--- config.mk ---
export PLATFORM = sky130hd
export DESIGN_NAME = fp_normalize_round_flat
export DESIGN_NICKNAME = d
export VERILOG_FILES = /design/src/rtl/fp_normalize_round_if.sv /design/src/rtl/fp_normalize_round.sv /design/src/flat_wrapper.sv
export SDC_FILE = /design/constraint.sdc
export NUM_CORES = 1
export LEC_CHECK = 0
export ABC_AREA = 1
export BUFFER_PORTS_ARGS = -buffer_cell sky130_fd_sc_hd__clkbuf_2
export CAP_MARGIN = 20
export CORE_UTILIZATION = 55
export CTS_BUF_LIST = sky130_fd_sc_hd__clkbuf_4
export CTS_CLUSTER_SIZE = 20
export DETAILED_ROUTE_END_ITERATION = 7
export GPL_TIMING_DRIVEN = 1
export PLACE_DENSITY = 0.89
export SLEW_MARGIN = 20
export SYNTH_ARGS = -nofsm -noshare
export SYNTH_HDL_FRONTEND = slang
export SYNTH_SLANG_ARGS = --single-unit
--- constraint.sdc ---
create_clock -name clk -period 2.6 [get_ports clk]
set_input_delay 0.39 -clock clk [delete_from_list [all_inputs] [get_ports clk]]
set_output_delay 0.39 -clock clk [all_outputs]
set_load 0.01 [all_outputs]
--- src/rtl/fp_normalize_round_if.sv ---
// fp_normalize_round_if: handshake and data bundle for the normalise/round/pack stage.
// The master side feeds adder beats in and consumes packed results.
// The slave side is the fp_normalize_round block itself.
interface fp_normalize_round_if #(
    parameter int EXP_W = 8,
    parameter int MAN_W = 23
);
    // Upstream beat from the mantissa adder
    logic                   in_valid;
    logic                   in_ready;
    logic [MAN_W+1:0]       sum_man;
    logic                   sum_sign;
    logic [EXP_W-1:0]       sum_exp;
    logic [2:0]             sum_grs;

    // Downstream packed result
    logic                   out_valid;
    logic                   out_ready;
    logic [EXP_W+MAN_W:0]   result;
    logic                   overflow;
    logic                   underflow;

    modport master (
        output in_valid,
        output sum_man,
        output sum_sign,
        output sum_exp,
        output sum_grs,
        output out_ready,
        input  in_ready,
        input  out_valid,
        input  result,
        input  overflow,
        input  underflow
    );

    modport slave (
        input  in_valid,
        input  sum_man,
        input  sum_sign,
        input  sum_exp,
        input  sum_grs,
        input  out_ready,
        output in_ready,
        output out_valid,
        output result,
        output overflow,
        output underflow
    );
endinterface

--- src/rtl/fp_normalize_round.sv ---
// fp_normalize_round: final stage of the binary32 add/sub pipeline.
// Normalises the raw adder magnitude (carry shift or leading-zero shift),
// rounds, and packs {sign, exp, frac}. Two register stages (N = normalise,
// R = round/pack) joined by a valid/ready handshake with no bubble when full.
// Build option: define FP_ROUND_NEAREST_EN for round-to-nearest-even;
// when undefined the block truncates (round toward zero).
module fp_normalize_round #(
    parameter int EXP_W = 8,
    parameter int MAN_W = 23
) (
    input  logic                 clk,
    input  logic                 rst,
    fp_normalize_round_if.slave  bus
);

    // Mantissa including hidden bit, raw sum width with carry, internal signed exponent
    localparam int MNT_W = MAN_W + 1;
    localparam int SUM_W = MAN_W + 2;
    localparam int E_W   = EXP_W + 2;
    localparam int LZ_W  = $clog2(MNT_W);

    localparam logic signed [E_W-1:0] EXP_ONE_S = E_W'(1);
    localparam logic signed [E_W-1:0] EXP_MAX_S = E_W'((2 ** EXP_W) - 1);

`ifdef FP_ROUND_NEAREST_EN
    localparam logic ROUND_RNE = 1'b1;
`else
    localparam logic ROUND_RNE = 1'b0;
`endif

    // Leading zeros of the 24-bit mantissa; an all-zero input reports MNT_W-1
    function automatic logic [LZ_W-1:0] count_lz(input logic [MNT_W-1:0] m);
        logic [LZ_W-1:0] lz;
        lz = LZ_W'(MNT_W - 1);
        for (int i = 0; i < MNT_W; i++) begin
            if (m[i]) begin
                lz = LZ_W'(MNT_W - 1 - i);
            end else begin
                lz = lz;
            end
        end
        return lz;
    endfunction

    // ------------------------------------------------------------------
    // Handshake
    // ------------------------------------------------------------------
    logic adv_r_s;
    logic adv_n_s;

    logic out_valid_q;
    logic n_valid_q;

    assign adv_r_s      = !out_valid_q || bus.out_ready;
    assign adv_n_s      = !n_valid_q || adv_r_s;
    assign bus.in_ready = adv_n_s;

    // ------------------------------------------------------------------
    // Stage N: normalise
    // ------------------------------------------------------------------
    logic signed [E_W-1:0]   exp_ext_s;
    logic [LZ_W-1:0]         lz_s;
    logic [MNT_W+1:0]        shift_s;

    logic [MNT_W-1:0]        n_man_d,   n_man_q;
    logic signed [E_W-1:0]   n_exp_d,   n_exp_q;
    logic                    n_sign_d,  n_sign_q;
    logic                    n_g_d,     n_g_q;
    logic                    n_r_d,     n_r_q;
    logic                    n_s_d,     n_s_q;
    logic                    n_flush_d, n_flush_q;
    logic                    n_uf_d,    n_uf_q;

    assign exp_ext_s = $signed({{(E_W-EXP_W){1'b0}}, bus.sum_exp});

    // Carry right-shift, exact-zero detection or leading-zero left-shift with underflow flush
    always_comb begin
        lz_s      = count_lz(bus.sum_man[MNT_W-1:0]);
        shift_s   = '0;
        n_man_d   = '0;
        n_exp_d   = exp_ext_s;
        n_sign_d  = bus.sum_sign;
        n_g_d     = 1'b0;
        n_r_d     = 1'b0;
        n_s_d     = 1'b0;
        n_flush_d = 1'b0;
        n_uf_d    = 1'b0;
        if (bus.sum_man[SUM_W-1]) begin
            // Carry out of the adder: one place right, old G becomes R, R|S collapses into S
            n_man_d = bus.sum_man[SUM_W-1:1];
            n_g_d   = bus.sum_man[0];
            n_r_d   = bus.sum_grs[2];
            n_s_d   = bus.sum_grs[1] | bus.sum_grs[0];
            n_exp_d = exp_ext_s + EXP_ONE_S;
        end else if ((bus.sum_man == {SUM_W{1'b0}}) && (bus.sum_grs == 3'b000)) begin
            // Exact cancellation always yields +0
            n_sign_d  = 1'b0;
            n_flush_d = 1'b1;
        end else begin
            // G and R shift in behind the mantissa; sticky stays where it is
            shift_s = {bus.sum_man[MNT_W-1:0], bus.sum_grs[2], bus.sum_grs[1]} << lz_s;
            n_man_d = shift_s[MNT_W+1:2];
            n_g_d   = shift_s[1];
            n_r_d   = shift_s[0];
            n_s_d   = bus.sum_grs[0];
            n_exp_d = exp_ext_s - $signed({{(E_W-LZ_W){1'b0}}, lz_s});
            if (n_exp_d < EXP_ONE_S) begin
                // No subnormals: flush to signed zero and skip rounding
                n_flush_d = 1'b1;
                n_uf_d    = 1'b1;
            end else begin
                n_flush_d = 1'b0;
                n_uf_d    = 1'b0;
            end
        end
    end

    // Stage N register: loads whenever the stage is free or draining this cycle
    always_ff @(posedge clk or posedge rst) begin
        if (rst) begin
            n_valid_q <= 1'b0;
            n_man_q   <= '0;
            n_exp_q   <= '0;
            n_sign_q  <= 1'b0;
            n_g_q     <= 1'b0;
            n_r_q     <= 1'b0;
            n_s_q     <= 1'b0;
            n_flush_q <= 1'b0;
            n_uf_q    <= 1'b0;
        end else if (adv_n_s) begin
            n_valid_q <= bus.in_valid;
            n_man_q   <= n_man_d;
            n_exp_q   <= n_exp_d;
            n_sign_q  <= n_sign_d;
            n_g_q     <= n_g_d;
            n_r_q     <= n_r_d;
            n_s_q     <= n_s_d;
            n_flush_q <= n_flush_d;
            n_uf_q    <= n_uf_d;
        end
    end

    // ------------------------------------------------------------------
    // Stage R: round and pack
    // ------------------------------------------------------------------
    logic                    inc_s;
    logic [MNT_W:0]          rnd_sum_s;
    logic [MNT_W-1:0]        r_man_s;
    logic signed [E_W-1:0]   r_exp_s;

    logic [EXP_W+MAN_W:0]    result_d,    result_q;
    logic                    overflow_d,  overflow_q;
    logic                    underflow_d, underflow_q;

    // Round increment, mantissa carry renormalisation, saturation and flush packing
    always_comb begin
        inc_s       = ROUND_RNE & n_g_q & (n_r_q | n_s_q | n_man_q[0]);
        rnd_sum_s   = {1'b0, n_man_q} + {{MNT_W{1'b0}}, inc_s};
        r_man_s     = rnd_sum_s[MNT_W-1:0];
        r_exp_s     = n_exp_q;
        result_d    = '0;
        overflow_d  = 1'b0;
        underflow_d = 1'b0;
        if (rnd_sum_s[MNT_W]) begin
            // Rounding rolled over to 10.000...: back to 1.000... one binade up
            r_man_s = {1'b1, {MAN_W{1'b0}}};
            r_exp_s = n_exp_q + EXP_ONE_S;
        end else begin
            r_man_s = rnd_sum_s[MNT_W-1:0];
            r_exp_s = n_exp_q;
        end
        if (n_flush_q) begin
            result_d    = {n_sign_q, {(EXP_W+MAN_W){1'b0}}};
            underflow_d = n_uf_q;
        end else if (r_exp_s >= EXP_MAX_S) begin
            result_d   = {n_sign_q, {EXP_W{1'b1}}, {MAN_W{1'b0}}};
            overflow_d = 1'b1;
        end else begin
            result_d = {n_sign_q, r_exp_s[EXP_W-1:0], r_man_s[MAN_W-1:0]};
        end
    end

    // Output register: holds while the downstream stalls a valid result
    always_ff @(posedge clk or posedge rst) begin
        if (rst) begin
            out_valid_q <= 1'b0;
            result_q    <= '0;
            overflow_q  <= 1'b0;
            underflow_q <= 1'b0;
        end else if (adv_r_s) begin
            out_valid_q <= n_valid_q;
            result_q    <= result_d;
            overflow_q  <= overflow_d;
            underflow_q <= underflow_d;
        end
    end

    assign bus.out_valid = out_valid_q;
    assign bus.result    = result_q;
    assign bus.overflow  = overflow_q;
    assign bus.underflow = underflow_q;

endmodule

--- src/flat_wrapper.sv ---
// flat-port wrapper written by rule: the top's interface ports become plain ports
module fp_normalize_round_flat 
#(
    parameter int EXP_W = 8,
    parameter int MAN_W = 23
)
  (clk, rst, bus_in_valid, bus_sum_man, bus_sum_sign, bus_sum_exp, bus_sum_grs, bus_out_ready, bus_in_ready, bus_out_valid, bus_result, bus_overflow, bus_underflow);
  fp_normalize_round_if #(.EXP_W(EXP_W), .MAN_W(MAN_W)) bus_i ();
  input  logic clk;
  input  logic rst;
  input wire logic [$bits(bus_i.in_valid)-1:0] bus_in_valid;
  input wire logic [$bits(bus_i.sum_man)-1:0] bus_sum_man;
  input wire logic [$bits(bus_i.sum_sign)-1:0] bus_sum_sign;
  input wire logic [$bits(bus_i.sum_exp)-1:0] bus_sum_exp;
  input wire logic [$bits(bus_i.sum_grs)-1:0] bus_sum_grs;
  input wire logic [$bits(bus_i.out_ready)-1:0] bus_out_ready;
  output wire logic [$bits(bus_i.in_ready)-1:0] bus_in_ready;
  output wire logic [$bits(bus_i.out_valid)-1:0] bus_out_valid;
  output wire logic [$bits(bus_i.result)-1:0] bus_result;
  output wire logic [$bits(bus_i.overflow)-1:0] bus_overflow;
  output wire logic [$bits(bus_i.underflow)-1:0] bus_underflow;
  assign bus_i.in_valid = bus_in_valid;
  assign bus_i.sum_man = bus_sum_man;
  assign bus_i.sum_sign = bus_sum_sign;
  assign bus_i.sum_exp = bus_sum_exp;
  assign bus_i.sum_grs = bus_sum_grs;
  assign bus_i.out_ready = bus_out_ready;
  assign bus_in_ready = bus_i.in_ready;
  assign bus_out_valid = bus_i.out_valid;
  assign bus_result = bus_i.result;
  assign bus_overflow = bus_i.overflow;
  assign bus_underflow = bus_i.underflow;
  fp_normalize_round #(.EXP_W(EXP_W), .MAN_W(MAN_W)) u_core (.clk(clk), .rst(rst), .bus(bus_i));
endmodule
==> out/metrics.yaml <==
fin_util_pct: 72.3
grt_pass1_vias: 5119
cts_buffers: 9
start_util_pct: 57.6
cp-start-kind: "input pin"
numPortBuffers: 76
cts-hold-fix-buffers: 0
internal_power_mw: 2.09
power_switching_mw: 1.11
fin_setup_tns_ns: -0.545
path_clk_slew_ns: 0.12
core_area_sq_um: 8850
setup_viol: 5
seq_power_share_pct: 43.2
power_density_nw_per_um2: 500
syn2layout_area_growth_pct: 25.6
drt_iter0_drc: 715
p_leak_nw: 3.36
yosys_register_bits: 72
crit_type: "in -> reg"
gr-usage-all-layers_pct: 32.1
setup_slack_ns: -0.226
synth_edf_count: 0
grt_pass1_wl_microns: 24800
max_cap_viol_count: 0
clockBufferDepth: 2
clock-sinks: 72
ant_nets: 0
hold_class: "in -> async"
power_frac_comb_pct: 32.2
antenna_cells: 0
async_reset_ff_share_pct: 100
clk_latency_ns: 0.42
reg2reg_from: "u_core.bus.out_valid"
dr.pass1.iters: 8
cpPeakStageDelay_ns: 0.35
chipHeight_microns: 98.2
yosys_most_used_dff: "dfrtp_1"
gp_congestion: 0.988
viasPerCell: 5.57
critical_path_arrival_ns: 3.16
crit_fanout: 2
nets: 957
routedWlPerCell_microns: 14.4
synth_nets: 825
irDropWorstVdd_mv: 0.229
drive_gt1_share_pct: 24.6
antenna_found_initial: 0
dpl_worst_slack_ns: -0.735
crit_family: "simple AND/OR/NAND/NOR gates"
p_sw_share_pct: 34.7
violations: "DRC, setup timing"
avgSynthCellArea_sq_um: 6.56
pin_count: 77
slew_violations: 0
wirelength_microns: 14700
slowest_stage: "fa_2"
cts_tree: "done"
outcome: "finished, violations left"
rsz0062_at_grt: "true"
syn_inst: 777
min_period_over_period_pct: 109
ys_warn_count: 0
htreeDepth: 3
die_area_sq_um: 9650
ys_seq_area_share_pct: 35.4
slew_headroom_pct: 52.8
period_needed_ns: 2.83
die-width_microns: 98.2
route.detailed.drc: 4
ys_types: 43
worst_pin_slew_ns: 0.707
end_kind: "flip-flop"
num_rows: 34
most-common-layout-cells: "nand2_1, nand3_1, buf_4"
finalHoldViolCount: 0
cp_num_buf_inv: 2
dpl.hpwl_microns: 11300
required_ns: 2.93
final.setup_skew_ns: 0.0118
cp_common_cell: "nand2_1"
num_vias: 5688
fmax_ghz: 0.354
clkPwrFrac_pct: 24.6
mostFrequentLayoutCell: "nand2_1"
critPathLaunch: "bus_sum_man[2]"
syn-cell-area_sq_um: 5090
grt_max_degree: 41
cts_root_buf: "clkbuf_4"
overflow: 0
[metal layers]
layer / share of wire (%) / wire [microns] / track usage, % / vias to the layer above
met5: 0 / 0 / 0 / -
met3: 8.7 / 1280 / 4.01 / 29
met4: 2.6 / 386 / 11.7 / 0
li1: - / - / - / 2822
met1: 46 / 6710 / 48.0 / 2552
met2: 43 / 6330 / 47.7 / 285
[power groups by stage]
stage / logic [mW] / clock network, mW / registers (mW)
2_1_floorplan: 0.579 / 0 / 1.44
3_3_place_gp: 0.977 / 0 / 1.39
3_5_place_dp: 0.997 / 0 / 1.40
4_1_cts: 1.01 / 0.796 / 1.38
5_1_grt: 1.15 / 0.846 / 1.40
6_report: 1.03 / 0.787 / 1.38
[metrics by stage]
stage / cell area, sq um / hold WS (ns) / std cells / total power [mW]
2_1_floorplan: 5200 / 0.422 / 777 / 2.02
3_3_place_gp: 6140 / 0.425 / 1004 / 2.37
3_5_place_dp: 6140 / 0.468 / 1004 / 2.40
4_1_cts: 6330 / 0.0590 / 1021 / 3.18
5_1_grt: 6400 / 0.103 / 1022 / 3.41
6_report: 6400 / 0.0541 / 1022 / 3.20
[repair_timing]
action	CTS	global route
setup endpoints to repair	5	32
setup buffers	2	3
pin swaps	4	12
resized for setup	4	13
[area by class of cell]
class                      count  area, sq um
fill                         771         2450
clock inverter                 7         93.8
inverter                      85          335
timing repair buffer         157         1020
multi-input combinational    584         2940
clock buffer                   9         67.6
sequential                    72         1800
tap                          108          135
[worst paths after layout]
check | cells after the start | endpoint | slack [ns]
max | 32 | u_core.n_uf_q | -0.23
min | 2 | u_core.n_man_q[20] | 0.05
max reg2reg | 10 | u_core.n_man_q[19] | 0.66
min reg2reg | 2 | u_core.n_exp_q[9] | 0.49
max in group asynchronous | 3 | u_core.n_sign_q | 1.89
min in group clk | 2 | u_core.n_valid_q | 0.17
[synth_stat cells (3+ instances only)]
cell,n,area [sq um]
a22oi_1,3,22.5
xor2_1,4,35.0
nor2_1,64,240
nor4_1,4,25.0
buf_2,6,30.0
dfrtp_1,72,1800
a21oi_1,31,155
nand2_2,13,81.3
a31oi_1,13,81.3
clkbuf_1,24,90.1
nor3_1,4,20.0
nand2_1,225,845
ha_1,6,75.1
inv_1,79,297
o211ai_1,7,52.6
nand3_1,123,616
o21ai_0,55,275
clkinv_1,4,15.0
o21ai_1,4,20.0
o31ai_1,5,37.5
[worst reg2reg max path: stages (launching register included)]
cell and delay, ns:
dfrtp_1 0.40, inv_1 0.07, nor2_2 0.04, inv_1 0.06, nor2_1 0.04, buf_4 0.17
inv_2 0.40, buf_4 0.31, o21ai_0 0.11, nor2_1 0.17, nor2_1 0.06
[registers in the layout (all words and copies together) (netlist names)]
register,count
u_core.bus.result,32
u_core.bus.underflow,1
u_core.n_sign_q,1
u_core.bus.out_valid,1
u_core.n_exp_q,10
u_core.n_man_q,23
u_core.n_flush_q,1
u_core.bus.overflow,1
u_core.n_uf_q,1
u_core.n_valid_q,1
[cells by family after synthesis]
kind of cell | after synthesis | share of synthesized area (%)
buffers and inverters | 121 | 9.82
adder cells (fa/ha/maj) | 7 | 1.87
AND/OR/NAND/NOR | 444 | 37.8
AO/OA/AOI/OAI | 127 | 14.1
XOR/XNOR | 6 | 1.03
flip-flops | 72 | 35.4
No activity file was read; power rests on OpenSTA's default activity.
